--- src/rtl/counter_bank.sv ---
// Bank of N_CH up/down counters sharing one programmable prescaler tick.
// Define COUNTER_BANK_CAPTURE_EN to add the capture/snap atomic snapshot port.
module counter_bank #(
  parameter int N_CH  = 2,
  parameter int WIDTH = 8,
  parameter int DIV_W = 24
) (
  input  logic                  sys_clk,
  input  logic                  reset_n,
  input  logic [DIV_W-1:0]      div_reload,
  input  logic [N_CH-1:0]       ch_en,
  input  logic [N_CH-1:0]       ch_clear,
  input  logic [N_CH-1:0]       ch_up,
  input  logic [N_CH-1:0]       ch_down,
  input  logic [N_CH-1:0]       ch_sat,
  input  logic [N_CH*WIDTH-1:0] ch_limit,
  output logic [N_CH*WIDTH-1:0] count,
  output logic [N_CH-1:0]       eq_zero,
  output logic [N_CH-1:0]       eq_limit,
  output logic [N_CH-1:0]       wrap,
`ifdef COUNTER_BANK_CAPTURE_EN
  input  logic                  capture,
  output logic [N_CH*WIDTH-1:0] snap,
`endif
  output logic                  tick
);

  logic [DIV_W-1:0] div_cnt;
  logic [WIDTH-1:0] cnt_q    [N_CH];
  logic [WIDTH-1:0] cnt_nxt  [N_CH];
  logic [N_CH-1:0]  wrap_nxt;

  // Prescaler: tick is registered, so it is high the cycle after the reload.
  always_ff @(posedge sys_clk or negedge reset_n) begin
    if (!reset_n) begin
      div_cnt <= '0;
      tick    <= 1'b0;
    end else if (div_cnt == '0) begin
      div_cnt <= div_reload;
      tick    <= 1'b1;
    end else begin
      div_cnt <= div_cnt - 1'b1;
      tick    <= 1'b0;
    end
  end

  always_comb begin
    logic [WIDTH-1:0] cur;
    logic [WIDTH-1:0] lim;
    cur      = '0;
    lim      = '0;
    wrap_nxt = '0;
    for (int unsigned i = 0; i < N_CH; i++) begin
      cur        = cnt_q[i];
      lim        = ch_limit[i*WIDTH +: WIDTH];
      cnt_nxt[i] = cur;
      if (ch_clear[i]) begin
        cnt_nxt[i] = '0;
      end else if (ch_up[i] || (!ch_down[i] && ch_en[i] && tick)) begin
        // Autocount only fires when no explicit step is pending.
        if (cur < lim) begin
          cnt_nxt[i] = cur + 1'b1;
        end else if (ch_sat[i]) begin
          cnt_nxt[i] = lim;
        end else begin
          cnt_nxt[i]  = '0;
          wrap_nxt[i] = 1'b1;
        end
      end else if (ch_down[i]) begin
        if (cur == '0) begin
          if (!ch_sat[i]) begin
            cnt_nxt[i]  = lim;
            wrap_nxt[i] = 1'b1;
          end
        end else if (cur > lim) begin
          cnt_nxt[i] = lim;
        end else begin
          cnt_nxt[i] = cur - 1'b1;
        end
      end
    end
  end

  always_ff @(posedge sys_clk or negedge reset_n) begin
    if (!reset_n) begin
      for (int unsigned i = 0; i < N_CH; i++) cnt_q[i] <= '0;
      wrap     <= '0;
      eq_zero  <= '1;
      eq_limit <= '0;
    end else begin
      for (int unsigned i = 0; i < N_CH; i++) begin
        cnt_q[i]    <= cnt_nxt[i];
        eq_zero[i]  <= (cnt_q[i] == '0);
        eq_limit[i] <= (cnt_q[i] == ch_limit[i*WIDTH +: WIDTH]);
      end
      wrap <= wrap_nxt;
    end
  end

  always_comb begin
    count = '0;
    for (int unsigned i = 0; i < N_CH; i++) count[i*WIDTH +: WIDTH] = cnt_q[i];
  end

`ifdef COUNTER_BANK_CAPTURE_EN
  always_ff @(posedge sys_clk or negedge reset_n) begin
    if (!reset_n)     snap <= '0;
    else if (capture) snap <= count;
  end
`endif

endmodule

--- config.mk ---
export PLATFORM = sky130hd
export DESIGN_NAME = counter_bank
export DESIGN_NICKNAME = d
export VERILOG_FILES = /design/src/rtl/counter_bank.sv
export SDC_FILE = /design/constraint.sdc
export NUM_CORES = 1
export LEC_CHECK = 0
export CAP_MARGIN = 20
export CORE_MARGIN = 4
export CORE_UTILIZATION = 40
export CTS_CLUSTER_DIAMETER = 60
export DETAILED_ROUTE_END_ITERATION = 8
export GPL_ROUTABILITY_DRIVEN = 0
export PLACE_DENSITY = 0.77
export SLEW_MARGIN = 20
export SYNTH_ARGS = -nofsm -noshare
export SYNTH_HDL_FRONTEND = slang
export SYNTH_SLANG_ARGS = --single-unit
export TNS_END_PERCENT = 1
--- constraint.sdc ---
create_clock -name sys_clk -period 2.6 [get_ports sys_clk]
set_input_delay 0.52 -clock sys_clk [delete_from_list [all_inputs] [get_ports sys_clk]]
set_output_delay 0.52 -clock sys_clk [all_outputs]
set_load 0.05 [all_outputs]
=== Word level (Yosys, flattened, before mapping) ===
Cells that the tools add are included.

* Flip-flop bits (word level): 47
* Bits in latches: 0
* Memory bits (writable): 0
* Bits in read-only memories: 0
* Bits of input ports: 52
* Output and inout port bits: 23
* Word-level logic and storage cells: 65
* Memories: 0

* $add $sub $neg: 5
* $mul: 0
* Div/mod/pow operators: 0
* Magnitude comparators: 4
* Equal/unequal tests: 4
* Shifts and indexed selects: 0
* Mux-type cells: 30
* Bitwise gates (word level): 0
* Reductions and logical operators: 15

{| class="wikitable"
|+ Operators by type and width
! operator !! number
|-
| $mux 8 || 16
|-
| $logic_not 24->1 || 1
|-
| $mux 24 || 1
|-
| $sub 24x1->24 const B || 1
|-
| $add 8x1->8 const B || 2
|-
| $eq 8x8->1 || 2
|-
| $gt 8x8->1 || 2
|-
| $logic_not 8->1 || 2
|-
| $lt 8x8->1 || 2
|-
| $sub 8x1->8 const B || 2
|-
| $mux 1 || 13
|-
| $ne 4x4->1 const B || 2
|-
| $reduce_bool 3->1 || 2
|-
| $logic_and 1x1->1 || 4
|-
| $reduce_and 2->1 || 2
|-
| $logic_not 1->1 || 2
|-
| $logic_or 1x1->1 || 2
|}

=== Logic depth before layout (Yosys ltp) ===
Gate-level depths: netlist of run 1.

* Depth after elaboration: 6
* Gate-level depth with buffers: 11
* Gate-level depth less buffers: 9

=== Worst setup path after synthesis of run 1 ===
OpenSTA, ideal clock, no wires.

* Kind: reg2reg
* Start: register cnt_q (netlist bit count[8])
* End: register cnt_q (netlist bit count[10])
* Library setup time: 124 ps
* Data arrival time: 2,565 ps
* Required time: 2,476 ps
* Setup slack: -89 ps
* Cell stages (with the launch flop): 10
* Path buffers: 0
* Clock period less this slack: 2,689 ps
* Cell sequence: dfrtp_1 > inv_1 > ha_1 > nor2b_1 > o211ai_1 > a21oi_1 > nor2_1 > o21ai_1 > mux2i_1 > a211o_1

* Word-level cells in the longest chain between the ends: 6
* Elaborated cells between the ends (all ways): 13
* Those cells by class: add/sub (2); order compare (2); eq/ne (1); mux (6); reduce/logical (2)

{| class="wikitable"
|+ Ends and longest elaborated chain
! what !! line !! RTL
|-
| start: declaration || 29 || <nowiki>logic [WIDTH-1:0] cnt_q [N_CH];</nowiki>
|-
| start signal: indexed assignment || 92 || <nowiki>cnt_q[i] <= cnt_nxt[i];</nowiki>
|-
| $sub 8x1->8 / $gt 8x8->1 (equally long branches) || 78, 75 ||
|-
| $mux 8 || 75 || <nowiki>end else if (cur > lim) begin</nowiki>
|-
| $mux 8 || 70 || <nowiki>if (cur == '0) begin</nowiki>
|-
| $mux 8 || 69 || <nowiki>end else if (ch_down[i]) begin</nowiki>
|-
| $mux 8 || 59 || <nowiki>end else if (ch_up[i] || (!ch_down[i] && ch_en[i] && tick)) begin</nowiki>
|-
| $mux 8 || 57 || <nowiki>if (ch_clear[i]) begin</nowiki>
|}

Several ways; a longest one is shown, not always the timed one. The select of a mux whose other input is x is not followed.
A chain may end at the register's enable or synchronous reset.

=== Final worst setup path of run 1 ===
* Start: register div_cnt[8]
* End: register div_cnt[17]

* Word-level cells in the longest chain between the ends: 2
* Elaborated cells between the ends (all ways): 3
* Those cells by class: add/sub (1); mux (1); reduce/logical (1)

{| class="wikitable"
|+ Ends and longest elaborated chain
! what !! line !! RTL
|-
| start: declaration || 28 || <nowiki>logic [DIV_W-1:0] div_cnt;</nowiki>
|-
| start signal: assignment || 39 || <nowiki>div_cnt <= div_reload;</nowiki>
|-
| start signal: assignment || 42 || <nowiki>div_cnt <= div_cnt - 1'b1;</nowiki>
|-
| $sub 24x1->24 / $logic_not 24->1 (equally long branches) || 42, 38 ||
|-
| $mux 24 (*) || 38 || <nowiki>end else if (div_cnt == '0) begin</nowiki>
|}

Every way passes the cells marked *; elsewhere a longest branch is shown, timed or not.

==> impl_metrics.prom, run 1 <==
# TYPE chip_impl_metric gauge
chip_impl_metric{name="insertion_delay",unit="ns"} 0.30
chip_impl_metric{name="initialDrtViolationCount",unit=""} 131
chip_impl_metric{name="initial_core_util",unit="%"} 41.1
chip_impl_metric{name="met2_wirelength",unit="mm"} 5.18
chip_impl_info{name="startpoint",value="div_cnt[8]"} 1
chip_impl_metric{name="route.vias.total",unit=""} 3631
chip_impl_metric{name="crit_path_max_fanout",unit=""} 5
chip_impl_metric{name="worst_reg2reg_path_depth",unit=""} 6
chip_impl_metric{name="finalWirelength",unit="mm"} 10.2
chip_impl_metric{name="die_area",unit="um^2"} 10500
chip_impl_metric{name="drive_above_1_share",unit="%"} 14.2
chip_impl_info{name="status",value="finished clean"} 1
chip_impl_info{name="crit_type",value="flip-flop to flip-flop"} 1
chip_impl_info{name="dr.max_layer_used",value="met4"} 1
chip_impl_metric{name="total_number_of_yosys_warnings",unit=""} 0
chip_impl_info{name="crit_path_end_kind",value="flip-flop"} 1
chip_impl_metric{name="report.final.hold_viol_count",unit=""} 0
chip_impl_info{name="crit_slowest_cell",value="or4_4"} 1
chip_impl_metric{name="first_pass_grt_wire_length",unit="mm"} 17.1
chip_impl_info{name="grt_setup_unrepaired",value="yes"} 1
chip_impl_metric{name="cts.clk_slew.worst_paths",unit="ns"} 0.10
chip_impl_metric{name="critical_path_cell_count",unit=""} 6
chip_impl_info{name="cpMostUsedCell",value="or4_4"} 1
chip_impl_metric{name="grt_antenna_before_repair",unit=""} 0
chip_impl_metric{name="synth-edff-count",unit=""} 0
chip_impl_metric{name="critPathMaxStageDelay",unit="ns"} 0.46
chip_impl_metric{name="detailed_place_hpwl",unit="mm"} 8.07
chip_impl_metric{name="htree_levels",unit=""} 2
chip_impl_metric{name="grt_use_total",unit="%"} 20.0
chip_impl_info{name="hp-class",value="input port to async pin"} 1
chip_impl_metric{name="n_fill_cell",unit=""} 779
chip_impl_metric{name="postLayoutSetupSlackWorst",unit="ns"} 0.0394
chip_impl_metric{name="synthesis.nets",unit=""} 510
chip_impl_metric{name="num_io_pins",unit=""} 75
chip_impl_metric{name="wl_met1",unit="mm"} 4.23
chip_impl_metric{name="synth-seq-cells",unit=""} 47
chip_impl_info{name="worst_setup_path_start_kind",value="flip-flop"} 1
chip_impl_metric{name="clk_path_buf_depth",unit=""} 2
chip_impl_metric{name="std_cell_rows",unit=""} 34
chip_impl_info{name="worst_r2r_endpoint",value="div_cnt[17]"} 1
chip_impl_metric{name="postLayoutCoreUtil",unit="%"} 56.4
chip_impl_metric{name="syn-cell-area",unit="um^2"} 3580
chip_impl_metric{name="drc",unit=""} 0
chip_impl_info{name="cts_root_buf",value="clkbuf_8"} 1
chip_impl_metric{name="cp.required",unit="ns"} 2.78
chip_impl_info{name="rr_startpoint",value="div_cnt[8]"} 1
chip_impl_metric{name="setup_violations",unit=""} 0
chip_impl_metric{name="max_slew.worst_pin.slew",unit="ns"} 0.649
chip_impl_metric{name="worst_slew_margin_rel",unit="%"} 56.7
chip_impl_metric{name="number_of_detailed_route_iterations_in_the_first_pass",unit=""} 5
chip_impl_metric{name="asr_flop_ratio_synth",unit="%"} 100
chip_impl_metric{name="number_of_diodes_added_for_antenna_fixing",unit=""} 0
chip_impl_metric{name="ir_worst_vdd",unit="mV"} 0.520
chip_impl_metric{name="synth_area_per_cell",unit="um^2"} 8.26
chip_impl_metric{name="postRouteAntennaNets",unit=""} 0
chip_impl_metric{name="syn-instance-count",unit=""} 434
chip_impl_metric{name="cts-buffers-inserted",unit=""} 5
chip_impl_metric{name="number_of_global_route_vias_before_repair",unit=""} 3693
chip_impl_metric{name="dr_wl_met3",unit="um"} 568
chip_impl_metric{name="r2r_slack",unit="ns"} 0.04
chip_impl_metric{name="power_density",unit="nW/um^2"} 913
chip_impl_metric{name="floorplan.die.height",unit="um"} 103
chip_impl_metric{name="cp_buf_inv_count",unit=""} 0
chip_impl_metric{name="drt-wirelength-per-cell",unit="um"} 15.5
chip_impl_metric{name="pre_cts_ws",unit="ns"} -0.256
chip_impl_info{name="crit_family",value="simple AND/OR/NAND/NOR gates"} 1
chip_impl_metric{name="seq_area_frac_synth",unit="%"} 32.9
chip_impl_info{name="tritoncts",value="built"} 1
chip_impl_metric{name="timing.fmax",unit="GHz"} 0.391
chip_impl_metric{name="period_share",unit="%"} 98.5
chip_impl_metric{name="fin_skew",unit="ns"} 0.0102
chip_impl_metric{name="final_nets",unit=""} 624
chip_impl_metric{name="core-area",unit="um^2"} 8720
chip_impl_info{name="cp_cell_sequence",value="or3_4, or4_4, or2_2, or4_4, xnor2_1, mux2_2"} 1
chip_impl_metric{name="grt_max_degree",unit=""} 27
chip_impl_metric{name="vias_per_cell",unit=""} 5.53
chip_impl_metric{name="fp.dieW",unit="um"} 103
chip_impl_metric{name="netlist-cell-type-count",unit=""} 52
chip_impl_metric{name="fin_max_slew_vios",unit=""} 0
chip_impl_metric{name="cts_sinks",unit=""} 47
chip_impl_metric{name="crit_arrival",unit="ns"} 2.74
chip_impl_metric{name="overflow",unit=""} 0
chip_impl_metric{name="layout-area-overhead-vs-synth",unit="%"} 37.2
chip_impl_metric{name="leakagePower",unit="nW"} 2.17
chip_impl_metric{name="io_buffer_count",unit=""} 74
chip_impl_metric{name="finalCriticalPeriod",unit="ns"} 2.56
chip_impl_metric{name="timing.max_cap.violations",unit=""} 0
chip_impl_metric{name="postCtsHoldBufs",unit=""} 0
chip_impl_info{name="yosys_most_used_dff",value="dfrtp_1"} 1
==> state kept, by name, summed over array words and instances, names as in the netlist <==
signal / count
count: 16
div_cnt: 24
eq_limit: 2
eq_zero: 2
tick: 1
wrap: 2
==> worst max path at each step <==
stage	end	slack, ns
after floorplan	count[4]	-0.03
after global placement	count[4]	-0.22
after detailed placement	count[4]	-0.26
after CTS	div_cnt[17]	0.03
after global routing	div_cnt[17]	-0.03
final	div_cnt[17]	0.04
==> synthesized netlist by cell type (all sizes together), types with 2 or more instances <==
cell type  count  area (um^2)
nand3b         2         15.0
a311o          3         30.0
a21oi         31          155
xnor2         24          210
a211oi         2         15.0
nand3         13         65.1
nand4b         2         17.5
clkbuf        19         71.3
o31ai          2         15.0
a211o          2         17.5
nor2          59          221
nor3          15         75.1
a22oi          5         37.5
and3          11         68.8
or4            4         37.5
and2           3         18.8
dfrtp         45         1130
nor2b          3         18.8
dfstp          2         52.6
inv           26         97.6
a21o           2         15.0
mux2i         14          140
nor4           5         37.5
nor3b          4         41.3
o21ai         19         95.1
a31oi          6         37.5
nor4b          2         17.5
ha            24          300
or2            3         18.8
o211ai        10         75.1
nand4          6         37.5
nand2         36          135
a32oi          4         35.0
a32o           3         30.0
xor2          10         87.6
==> cell usage in the layout (no fill, tap or decap), types with 3 or more instances in the layout <==
cell and count:
a21oi_1 31, a22oi_1 5, a311o_1 3, a31oi_1 6
a32o_1 3, a32oi_1 4, and2_1 3, and3_1 11
buf_4 52, clkbuf_8 5, clkdlybuf4s50_1 73, dfrtp_1 45
ha_1 24, inv_1 26, mux2i_1 14, nand2_1 36
nand3_1 13, nand4_1 6, nor2_1 59, nor2b_1 3
nor3_1 15, nor3b_1 3, nor4_1 4, o211ai_1 10
o21ai_0 16, or4_4 3, xnor2_1 24, xor2_1 10
==> per-layer routing <==
| layer | vias to the layer above | global-route usage [%] |
|---|---|---|
| met3 | 21 | 2.57 |
| met2 | 117 | 34.7 |
| met5 | - | 0 |
| met4 | 0 | 7.06 |
| li1 | 1770 | - |
| met1 | 1723 | 25.5 |
==> cells by family (layout without fill, tap and decap cells) <==
| kind of cell | Yosys count | in the layout | synth area share, % |
|---|---|---|---|
| adder cells (fa/ha/maj) | 24 | 24 | 8.38 |
| AND/OR/NAND/NOR | 171 | 171 | 24.0 |
| flip-flops | 47 | 47 | 32.9 |
| multiplexers | 15 | 15 | 4.22 |
| XOR/XNOR | 34 | 34 | 8.31 |
| AO/OA/AOI/OAI | 97 | 97 | 17.4 |
| buffers and inverters | 46 | 161 | 4.82 |
==> area by class of cell <==
type / count / area (um^2) / area share [%]
Clock buffer: 5 / 68.8 / 1.40
Timing Repair Buffer: 127 / 1150 / 23.3
Inverter: 26 / 97.6 / 1.98
Clock inverter: 3 / 47.5 / 0.967
Tap cell: 108 / 135 / 2.75
Multi-Input combinational cell: 341 / 2240 / 45.6
Sequential cell: 47 / 1180 / 24.0
==> power breakdown <==
part           leakage [nW]  internal, mW  switching (mW)
sequential            0.575         0.934           0.266
clock                0.0587         0.292           0.272
combinational          1.53          1.24            1.49
total                  2.17          2.47            2.03
==> through the flow <==
step | hold WS, ns | std cells | setup TNS, ns | area [um^2] | power (mW)
2_1_floorplan | 0.224 | 434 | -0.0331 | 3590 | 2.94
3_3_place_gp | 0.497 | 648 | -2.38 | 4790 | 3.80
3_5_place_dp | 0.523 | 648 | -2.92 | 4790 | 3.90
4_1_cts | 0.246 | 656 | 0 | 4900 | 4.49
5_1_grt | 0.258 | 657 | -0.113 | 4920 | 4.82
6_report | 0.234 | 657 | 0 | 4920 | 4.49
==> what timing repair did <==
action	4_1_cts	5_1_grt
setup buffers	0	1
resized for setup	0	4
endpoints found under the setup margin	0	13
hold endpoints to repair	0	0
(Power assumes the default switching activity.)
==> run 2: changes to the inputs <==
Settings changed: CORE_MARGIN 4 to default.
==> impl_metrics.prom, run 2 (synthesis gave the netlist of run 1 again) <==
# TYPE chip_impl_metric gauge
chip_impl_metric{name="finalWirelength",unit="mm"} 9.86
chip_impl_metric{name="htree_levels",unit=""} 2
chip_impl_metric{name="cts-buffers-inserted",unit=""} 5
chip_impl_info{name="tritoncts",value="built"} 1
chip_impl_metric{name="number_of_diodes_added_for_antenna_fixing",unit=""} 0
chip_impl_metric{name="setup_violations",unit=""} 0
chip_impl_metric{name="p_switching",unit="mW"} 2.04
chip_impl_metric{name="report.final.hold_viol_count",unit=""} 0
chip_impl_metric{name="die_area",unit="um^2"} 9340
chip_impl_info{name="hp-class",value="input port to async pin"} 1
chip_impl_metric{name="leakagePower",unit="nW"} 2.20
chip_impl_metric{name="drc",unit=""} 0
chip_impl_info{name="worst_r2r_endpoint",value="div_cnt[17]"} 1
chip_impl_metric{name="design_power_total",unit="mW"} 4.55
chip_impl_metric{name="internal-power",unit="mW"} 2.51
chip_impl_metric{name="postLayoutCellArea",unit="um^2"} 4980
chip_impl_metric{name="seqPwrFrac",unit="%"} 26.0
chip_impl_metric{name="clk_path_buf_depth",unit=""} 2
chip_impl_info{name="grt_setup_unrepaired",value="yes"} 1
chip_impl_metric{name="power.combinational.fraction",unit="%"} 61.3
chip_impl_metric{name="overflow",unit=""} 0
chip_impl_metric{name="num_io_pins",unit=""} 75
chip_impl_metric{name="route.vias.total",unit=""} 3688
chip_impl_metric{name="final_nets",unit=""} 631
chip_impl_metric{name="vias_per_cell",unit=""} 5.55
chip_impl_metric{name="crit_path_max_fanout",unit=""} 5
chip_impl_metric{name="fin_max_slew_vios",unit=""} 0
chip_impl_metric{name="worst_slew_margin_rel",unit="%"} 65.1
chip_impl_metric{name="power_density",unit="nW/um^2"} 914
chip_impl_metric{name="io_buffer_count",unit=""} 74
chip_impl_metric{name="worst_hold_slack",unit="ns"} 0.169
chip_impl_metric{name="max_slew.worst_pin.slew",unit="ns"} 0.523
chip_impl_metric{name="grt_antenna_before_repair",unit=""} 0
chip_impl_metric{name="crit_arrival",unit="ns"} 2.76
chip_impl_info{name="top_register",value="div_cnt"} 1
chip_impl_metric{name="period_share",unit="%"} 98.7
chip_impl_info{name="crit_path_end_kind",value="flip-flop"} 1
chip_impl_metric{name="detailed_place_hpwl",unit="mm"} 7.74
chip_impl_metric{name="timing.fmax",unit="GHz"} 0.390
chip_impl_info{name="startpoint",value="div_cnt[8]"} 1
chip_impl_metric{name="largest_reg_flops",unit=""} 24
chip_impl_metric{name="grt_use_total",unit="%"} 21.2
chip_impl_metric{name="dp_cell_count",unit=""} 656
chip_impl_metric{name="finalCriticalPeriod",unit="ns"} 2.57
chip_impl_info{name="rr_startpoint",value="div_cnt[8]"} 1
chip_impl_metric{name="switching_share",unit="%"} 44.8
chip_impl_metric{name="insertion_delay",unit="ns"} 0.31
chip_impl_metric{name="drive_above_1_share",unit="%"} 15.1
chip_impl_metric{name="ir_worst_vdd",unit="mV"} 0.531
chip_impl_metric{name="cts.clk_slew.worst_paths",unit="ns"} 0.11
chip_impl_metric{name="dpl-instance-area",unit="um^2"} 4850
chip_impl_metric{name="grt_max_degree",unit=""} 24
chip_impl_metric{name="layout-area-overhead-vs-synth",unit="%"} 38.8
chip_impl_metric{name="std_cell_rows",unit=""} 34
chip_impl_info{name="status",value="finished clean"} 1
chip_impl_metric{name="cts_sinks",unit=""} 47
chip_impl_metric{name="initial_core_util",unit="%"} 41.3
chip_impl_metric{name="initialDrtViolationCount",unit=""} 206
chip_impl_metric{name="number_of_global_route_vias_before_repair",unit=""} 3530
chip_impl_info{name="crit_type",value="flip-flop to flip-flop"} 1
chip_impl_metric{name="worst_reg2reg_path_depth",unit=""} 6
chip_impl_info{name="cts_root_buf",value="clkbuf_8"} 1
chip_impl_metric{name="fp.dieW",unit="um"} 96.7
chip_impl_metric{name="cp.required",unit="ns"} 2.79
chip_impl_info{name="worst_setup_path_start_kind",value="flip-flop"} 1
chip_impl_metric{name="p_clk_share",unit="%"} 12.7
chip_impl_metric{name="timing.max_cap.violations",unit=""} 0
chip_impl_metric{name="core-area",unit="um^2"} 8680
chip_impl_info{name="worst_setup_path_endpoint",value="div_cnt[17]"} 1
chip_impl_info{name="mostFrequentLayoutCell",value="clkdlybuf4s50_1"} 1
chip_impl_metric{name="r2r_slack",unit="ns"} 0.03
chip_impl_info{name="layout.cells.most_common_list",value="clkdlybuf4s50_1, nor2_1, buf_4"} 1
chip_impl_metric{name="layoutNonFillerInstCount",unit=""} 664
chip_impl_metric{name="postRouteAntennaNets",unit=""} 0
chip_impl_metric{name="fin_skew",unit="ns"} 0.0142
chip_impl_metric{name="first_pass_grt_wire_length",unit="mm"} 16.4
chip_impl_metric{name="floorplan.die.height",unit="um"} 96.7
chip_impl_metric{name="number_of_detailed_route_iterations_in_the_first_pass",unit=""} 5
chip_impl_metric{name="drt-wirelength-per-cell",unit="um"} 14.8
run 2: worst min path at each step:
stage | slack, ns | to
5_1_grt | 0.21 | count[13]
2_1_floorplan | 0.22 | count[0]
4_1_cts | 0.18 | count[13]
3_3_place_gp | 0.48 | div_cnt[0]
6_report | 0.17 | count[13]
3_5_place_dp | 0.50 | div_cnt[0]
run 2: critical path: stages, from the launching register on:
cell and delay (ns):
dfrtp_1 0.43, or3_4 0.41, or4_4 0.47, or2_2 0.33, or4_1 0.43, xnor2_1 0.14, mux2_2 0.26
run 2: layout make-up:
type	instances	area [um^2]
clock buffers	5	68.8
flip-flops and latches	47	1180
well taps	108	135
inverters	26	97.6
clock inverters	3	47.5
multi-input cells	341	2250
fillers	780	3700
repair buffers	134	1200
run 2: metrics by stage:
stage | setup TNS, ns | utilization (%) | setup slack, ns
CTS | 0 | 57.2 | 0.0364
global placement | -2.36 | 55.9 | -0.215
global route | -0.0378 | 57.4 | -0.0191
finish | 0 | 57.4 | 0.0343
floorplan | -0.0331 | - | -0.0331
detailed placement | -2.75 | 55.9 | -0.263
run 2: power by group through the flow:
| stage | logic (mW) | registers (mW) | clock network (mW) |
|---|---|---|---|
| 2_1_floorplan | 1.44 | 1.50 | 0 |
| 3_3_place_gp | 2.71 | 1.17 | 0 |
| 3_5_place_dp | 2.75 | 1.18 | 0 |
| 4_1_cts | 2.77 | 1.17 | 0.596 |
| 5_1_grt | 3.03 | 1.21 | 0.614 |
| 6_report | 2.79 | 1.18 | 0.576 |
run 2: timing repair:
item | in CTS | in global routing
setup endpoints to repair | 0 | 9
resized for setup | 0 | 3
buffers inserted | 0 | 0
hold buffers | 0 | 0
run 2: layer usage:
| layer | share of wire (%) | vias to the layer above | track usage (%) | wire [um] |
|---|---|---|---|---|
| met5 | 0 | - | 0 | 0 |
| met4 | 2.3 | 0 | 8.27 | 230 |
| met3 | 7.1 | 25 | 3.54 | 704 |
| met2 | 48 | 160 | 35.4 | 4720 |
| met1 | 43 | 1717 | 27.4 | 4210 |
| li1 | - | 1786 | - | - |
